<file path="src/rtl/sync_fifo_param.sv">
// Parameterised single-clock FIFO with registered read data and occupancy flags.
// Define SYNC_FIFO_ERR_EN to add sticky overflow/underflow outputs.
module sync_fifo_param #(
   parameter int WIDTH    = 8,
   parameter int DEPTH    = 16,
   parameter int AF_LEVEL = DEPTH - 2,
   parameter int AE_LEVEL = 2
) (
   input  logic                     clk,
   input  logic                     rst,
   input  logic                     wr_en,
   input  logic [WIDTH-1:0]         din,
   input  logic                     rd_en,
   output logic [WIDTH-1:0]         dout,
   output logic                     rd_valid,
   output logic                     full,
   output logic                     empty,
   output logic                     almost_full,
   output logic                     almost_empty,
   output logic [$clog2(DEPTH):0]   count
`ifdef SYNC_FIFO_ERR_EN
   ,
   output logic                     overflow,
   output logic                     underflow
`endif
);

   localparam int AW = $clog2(DEPTH);
   localparam int CW = AW + 1;
   localparam logic [CW-1:0] DEPTH_C = CW'(DEPTH);
   localparam logic [CW-1:0] AF_C    = CW'(AF_LEVEL);
   localparam logic [CW-1:0] AE_C    = CW'(AE_LEVEL);

   logic [WIDTH-1:0] mem [DEPTH];

   logic [AW-1:0]    wr_ptr_reg, wr_ptr_next;
   logic [AW-1:0]    rd_ptr_reg, rd_ptr_next;
   logic [CW-1:0]    count_reg, count_next;
   logic [WIDTH-1:0] dout_reg;
   logic             rd_valid_reg;
   logic             wr_accept, rd_accept;

   // Flags come only from the registered count, never from this cycle's requests.
   assign full         = (count_reg == DEPTH_C);
   assign empty        = (count_reg == '0);
   assign almost_full  = (count_reg >= AF_C);
   assign almost_empty = (count_reg <= AE_C);
   assign count        = count_reg;
   assign dout         = dout_reg;
   assign rd_valid     = rd_valid_reg;

   assign wr_accept = wr_en && !full;
   assign rd_accept = rd_en && !empty;

   always_comb begin
      wr_ptr_next = wr_ptr_reg;
      rd_ptr_next = rd_ptr_reg;
      count_next  = count_reg;
      if (wr_accept) begin
         wr_ptr_next = wr_ptr_reg + 1'b1;
      end
      if (rd_accept) begin
         rd_ptr_next = rd_ptr_reg + 1'b1;
      end
      case ({wr_accept, rd_accept})
         2'b10:   count_next = count_reg + 1'b1;
         2'b01:   count_next = count_reg - 1'b1;
         default: count_next = count_reg;
      endcase
   end

   // Storage is left unreset so it maps onto block RAM.
   always_ff @(posedge clk) begin
      if (wr_accept) begin
         mem[wr_ptr_reg] <= din;
      end
   end

   always_ff @(posedge clk or posedge rst) begin
      if (rst) begin
         wr_ptr_reg   <= '0;
         rd_ptr_reg   <= '0;
         count_reg    <= '0;
         dout_reg     <= '0;
         rd_valid_reg <= 1'b0;
      end else begin
         wr_ptr_reg   <= wr_ptr_next;
         rd_ptr_reg   <= rd_ptr_next;
         count_reg    <= count_next;
         rd_valid_reg <= rd_accept;
         if (rd_accept) begin
            dout_reg <= mem[rd_ptr_reg];
         end
      end
   end

`ifdef SYNC_FIFO_ERR_EN
   logic overflow_reg, underflow_reg;

   always_ff @(posedge clk or posedge rst) begin
      if (rst) begin
         overflow_reg  <= 1'b0;
         underflow_reg <= 1'b0;
      end else begin
         if (wr_en && full) begin
            overflow_reg <= 1'b1;
         end
         if (rd_en && empty) begin
            underflow_reg <= 1'b1;
         end
      end
   end

   assign overflow  = overflow_reg;
   assign underflow = underflow_reg;
`endif

endmodule

</file>
<file path="config.mk">
export PLATFORM = sky130hd
export DESIGN_NAME = sync_fifo_param
export DESIGN_NICKNAME = d
export VERILOG_FILES = /design/src/rtl/sync_fifo_param.sv
export SDC_FILE = /design/constraint.sdc
export NUM_CORES = 1
export LEC_CHECK = 0
export ABC_CLOCK_PERIOD_IN_PS = 3000
export CAP_MARGIN = 30
export CELL_PAD_IN_SITES_DETAIL_PLACEMENT = 1
export CELL_PAD_IN_SITES_GLOBAL_PLACEMENT = 2
export CORE_ASPECT_RATIO = 1.1
export CORE_MARGIN = 2
export CORE_UTILIZATION = 44
export CTS_CLUSTER_SIZE = 40
export DETAILED_ROUTE_END_ITERATION = 8
export DONT_BUFFER_PORTS = 1
export MAX_ROUTING_LAYER = met4
export PLACE_DENSITY = 0.85
export SLEW_MARGIN = 20
export SYNTH_ARGS = -nofsm -noshare
export SYNTH_HDL_FRONTEND = slang
export SYNTH_SLANG_ARGS = --single-unit
</file>
<file path="constraint.sdc">
create_clock -name clk -period 3 [get_ports clk]
set_clock_uncertainty 0.15 [all_clocks]
set_input_delay 0.6 -clock clk [delete_from_list [all_inputs] [get_ports clk]]
set_output_delay 0.6 -clock clk [all_outputs]
set_load 0.1 [all_outputs]
</file>
Word level (Yosys, flattened, before mapping)
Memories as Yosys holds them, arrays and structs flattened. A register that Yosys moved wholly into a read port is not among the register bits.
Cells that the tools add are included.
W data, S select, Z words.
{"block": "op_classes", "reduce_logical": 6, "magnitude_cmp": 2, "n_addsub": 4, "muxes": 3, "n_eq_ne": 3}
{"cell": "$pmux W5 S2", "count": 1}
{"cell": "$add A4 B1 Y4 const B", "count": 2}
{"cell": "$add A5 B1 Y5 const B", "count": 1}
{"cell": "$eq A5 B5 Y1 const B", "count": 1}
{"cell": "$ge A5 B4 Y1 const B", "count": 1}
{"cell": "$le A5 B2 Y1 const B", "count": 1}
{"cell": "$logic_not A5 Y1", "count": 1}
{"cell": "$sub A5 B1 Y5 const B", "count": 1}
{"cell": "$eq A2 B1 Y1 const B", "count": 1}
{"cell": "$eq A2 B2 Y1 const B", "count": 1}
{"cell": "$logic_and A1 B1 Y1", "count": 2}
{"cell": "$logic_not A1 Y1", "count": 2}
{"cell": "$mux W1", "count": 2}
{"cell": "$reduce_bool A2 Y1", "count": 1}
{"block": "totals", "n_memories": 1, "ff_bits": 14, "ramBits": 128}
{"memory": "mem", "depth": 16, "width": 8, "read_ports": 1, "rd_ports_with_merged_regs": 1, "write_ports": 1, "line_no": "34", "source": "logic [WIDTH-1:0] mem [DEPTH];"}

Longest topological paths before layout
{"block": "logic_depth", "ltp_word": 5, "ltp_mapped": 13, "mapped_depth_nobuf": 12}

Worst setup path before layout
Ideal clock, no wire load.
{"block": "synth_path", "kind": "register -> register", "start": "register count_reg[4], in the netlist count[4]", "end": "register count_reg[4], in the netlist count[4]", "setup_time_ns": 0.160, "path_buffers": 0, "arrival_ns": 3.350, "stages_incl_launch_ff": 12, "t_required_ns": 2.690, "setup_slack_ns": -0.660, "path_cell_list": "dfrtp_1 -> or3_1 -> or3_1 -> nand2_1 -> inv_2 -> ha_1 -> ha_1 -> nor2b_1 -> o21ai_0 -> a21oi_1 -> or3b_2 -> xnor2_1"}
{"block": "synth_via", "elab_chain_len": 5, "word_cells_on_any_way": 12}
{"element": "start: declaration", "line_no": "38", "source": "logic [CW-1:0] count_reg, count_next;"}
{"element": "start signal: assignment", "line_no": "89", "source": "count_reg <= count_next;"}
{"element": "$logic_not A5 Y1 (*)", "line_no": "45", "source": "assign empty = (count_reg == '0);"}
{"element": "$logic_not A1 Y1 (*)", "line_no": "53", "source": "assign rd_accept = rd_en && !empty;"}
{"element": "$logic_and A1 B1 Y1 (*)", "line_no": "53"}
{"element": "named net rd_accept", "line_no": "41", "source": "logic wr_accept, rd_accept;"}
{"element": "$eq A2 B1 Y1 or $eq A2 B2 Y1 (tied branches)", "line_no": "65", "source": "case ({wr_accept, rd_accept})"}
{"element": "$pmux W5 S2 or $reduce_bool A2 Y1 (tied branches)"}
The timed path passes the listed nets; every way through them passes the cells marked *.
A chain may end at the register's enable or synchronous reset.

Worst setup path after layout
Ends and elaborated chain as after synthesis.

==> reports/metrics.cfg <==
[timing]
rsz0062_at_grt=yes
hold_violations=0
fin_crit_sh=1.007
finalMaxSlewViolations=0
fmax_mhz=331.1
fin_crit_ns=3.020
timing.final.ws_setup_ns=-0.01999
worstMarginPinSlew_ns=0.9154
relSlewSlack=0.3897
finalSetupViolCount=1

[worst_setup_path]
rr_endpoint=count[4]
r2r_slack_ns=-0.02
start_kind=register
cp_slowest_cell=dfrtp_4
r2r.worst_path.cells=11
path_class=register to register
crit_path_start=count[4]
r2r_start=count[4]
cp_num_cells=11
critPathCaptureType=register
setup.worst_path.end=count[4]
crit_buf_inv=1
path_cells=or3_4 -> or3_4 -> nand2_4 -> inv_4 -> ha_4 -> ha_4 -> nor2b_1 -> o21ai_1 -> a21oi_1 -> or3b_4 -> xnor2_2
crit_family=simple AND/OR/NAND/NOR gates
critical_path_arrival_ns=3.16
required_ns=3.14
cp_max_fo=4
cpPeakStageDelay_ns=0.49

[clocking]
clk_pin_slew_worst_paths_ns=0.06
cts_made_buffers=17
htreeDepth=4
insertion_delay_ns=0.43
cts_buffer_depth=2
cts_tree=yes
cts-root-buf=clkbuf_16
clock_sinks=150

[global_routing]
grt_pass1_vias=3226
grt_first_pass_wirelength_um=20000
antenna_found_initial=0
grt_max_degree=35
gr-total-overflow=0
grt_usage=0.2014

[synthesis]
yosys_register_bits=150
synth_compound_area_frac=0.02463
postSynthCellCount=319
synthDistinctLibCells=35
synth-async-reset-ratio=0.1467
synth_top_area_share=0.6413
synth_area_um2=5993
synthSimpleGateAreaFrac=0.04217
synthTopCellsByArea=edfxtp_1 (64%), mux4_2 (11%), dfrtp_1 (9.2%)
synth_edf_count=128
synth_xor_area_frac=0.01461
synthAdderAreaFrac=0.02213
synth_top_family_by_area=multiplexers
yosys_warnings=0
synth_nets=341
synth-seq-area-share=0.7332
muxShareOfSynthArea=0.1430
synthFlopType=edfxtp_1
avgSynthCellArea_um2=18.79
synth_top_area_cell=edfxtp_1

[route]
wire_per_inst_um=23.98
vias=3092
drtAntennaViolNets=0
totalWireLength_um=13290
drt_iter0_markers=178
drcViolationCount=0
dr.pass1.iters=4
routed_via_density=5.581

[power_and_ir_drop]
switching_share=0.3770
pwr-share-clk=0.275
switchingPower_mw=2.961
p_per_area_nw_per_um2=1104
combinationalPowerShare=0.305
p_leak_nw=2.481
seq_power_share=0.421
p_int_mw=4.893
ir_worst_vdd_v=0.0006037

[finish]
drive_gt1_frac=0.3027
multi_input_area_um2=1551
seq_area_um2=4405
largest_reg_flops=128
finish.utilization=0.5363
nets=379
fillers=1204
diodes=0
area_growth_pct=18.73
final_cell_area_um2=7116

[floorplanning]
initial_core_util=0.4517
die_w_um=115.3
rows=44
die_h_um=126.4
dieArea_um2=14570
io_pins=30
core_area_um2=13270

[place]
port_buffers=0
place_congestion=0.7650
hpwl_um=8038
dpl_cell_area_um2=6356

[min_path]
worstHoldStart=din[6]
hold_path.class=input pin to register

[run_status]
status=finished, violations left
violations=setup timing

[run]
maxCapViolCount=0

## power groups by stage
stage / sequential, mW / clock, mW / combinational, mW
detailed placement: 3.33 / 0 / 2.29
finish: 3.30 / 2.16 / 2.39
floorplan: 3.43 / 0 / 1.53
CTS: 3.30 / 2.19 / 2.35
global placement: 3.31 / 0 / 2.23
global route: 3.34 / 2.26 / 2.56
## per-stage QoR
stage | instances | setup TNS (ns) | hold slack, ns | setup WS, ns | power, mW
4_1_cts | 543 | 0 | 0.1016 | 0.005931 | 7.838
2_1_floorplan | 319 | -0.5132 | 0.4202 | -0.2588 | 4.966
5_1_grt | 554 | -0.1263 | 0.1010 | -0.1263 | 8.163
3_3_place_gp | 511 | 0 | 0.4571 | 0.01062 | 5.537
3_5_place_dp | 511 | -0.1027 | 0.4806 | -0.1027 | 5.622
6_report | 554 | -0.01999 | 0.1184 | -0.01999 | 7.854
## area by class of cell
cell class / count / share of cell area
multi-input cells: 142 / 0.2180
flip-flops and latches: 150 / 0.6191
clock inverters: 15 / 0.02462
repair buffers: 35 / 0.03956
inverters: 11 / 0.006506
well taps: 184 / 0.03235
clock buffers: 17 / 0.05979
## placed cells by master, fill, tap and decap left out, types with 2 or more instances in the layout
cell type | Yosys | final
edfxtp_1 | 128 | 128
buf_4 | 1 | 32
mux4_2 | 28 | 28
nand2_1 | 28 | 27
clkbuf_16 | 0 | 17
dfrtp_1 | 22 | 17
nor2_1 | 12 | 12
inv_1 | 10 | 9
mux2i_1 | 8 | 8
xnor2_1 | 8 | 7
o221ai_1 | 7 | 7
ha_1 | 9 | 7
o21ai_1 | 5 | 6
o21ai_0 | 6 | 5
mux4_1 | 5 | 5
inv_6 | 0 | 5
nor3_1 | 4 | 4
nand2b_1 | 3 | 3
bufinv_16 | 0 | 3
dfrtp_2 | 0 | 3
or3_4 | 0 | 2
inv_4 | 0 | 2
a21oi_1 | 3 | 2
nand4_1 | 2 | 2
xor2_1 | 2 | 2
ha_4 | 0 | 2
clkinv_2 | 0 | 2
clkinvlp_4 | 0 | 2
clkinv_1 | 0 | 2
dfrtp_4 | 0 | 2
## what timing repair did
item,in CTS,in global routing
hold buffers,0,1
gates resized for setup,6,7
hold endpoints to repair,0,8
setup endpoints to repair,1,1
pin swaps,2,4
buffers inserted,0,1
## worst register-to-register path, stage by stage (launching register included)
cell and delay, ns:
dfrtp_4 0.49, or3_4 0.38, or3_4 0.35, nand2_4 0.08, inv_4 0.04, ha_4 0.18
ha_4 0.21, nor2b_1 0.12, o21ai_1 0.20, a21oi_1 0.14, or3b_4 0.40, xnor2_2 0.14
## how the worst min path moves through the flow
| stage | end | slack (ns) | cells after the start |
|---|---|---|---|
| final | mem[14][6] | 0.12 | 0 |
| after global routing | mem[14][0] | 0.10 | 0 |
| after CTS | mem[6][0] | 0.10 | 0 |
| after detailed placement | wr_ptr_reg[3] | 0.48 | 1 |
| after global placement | wr_ptr_reg[3] | 0.46 | 2 |
| after floorplan | rd_ptr_reg[1] | 0.42 | 3 |
## layer usage
metal / vias to the layer above / routed length (µm) / global-route usage
met5: - / 0 / -
met4: 0 / 331 / 0.09001
met3: 26 / 581 / 0.04252
met2: 84 / 7057 / 0.3235
met1: 1656 / 5315 / 0.2466
li1: 1326 / - / -
## cells in the mapped netlist, types with 2 or more instances
cell / instances
nor3_1: 4
dfrtp_1: 22
nor2_1: 12
buf_1: 3
ha_1: 9
nand2b_1: 3
edfxtp_1: 128
mux4_2: 28
buf_2: 7
o21ai_1: 5
nand4_1: 2
clkbuf_1: 4
xnor2_1: 8
inv_1: 10
nand2_1: 28
o221ai_1: 7
mux2i_1: 8
a21oi_1: 3
xor2_1: 2
or3_1: 2
o21ai_0: 6
mux4_1: 5
## logic make-up (layout without fill, tap and decap cells)
family                     after synthesis  count (layout)
AOI/OAI and AO/OA                       23              23
xor gates and xnor gates                10              10
adders and majority gates               10              10
buffers and inverters                   27              78
DFF                                    150             150
muxes                                   42              42
and+or+nand+nor                         57              57
(Power assumes the default switching activity.)
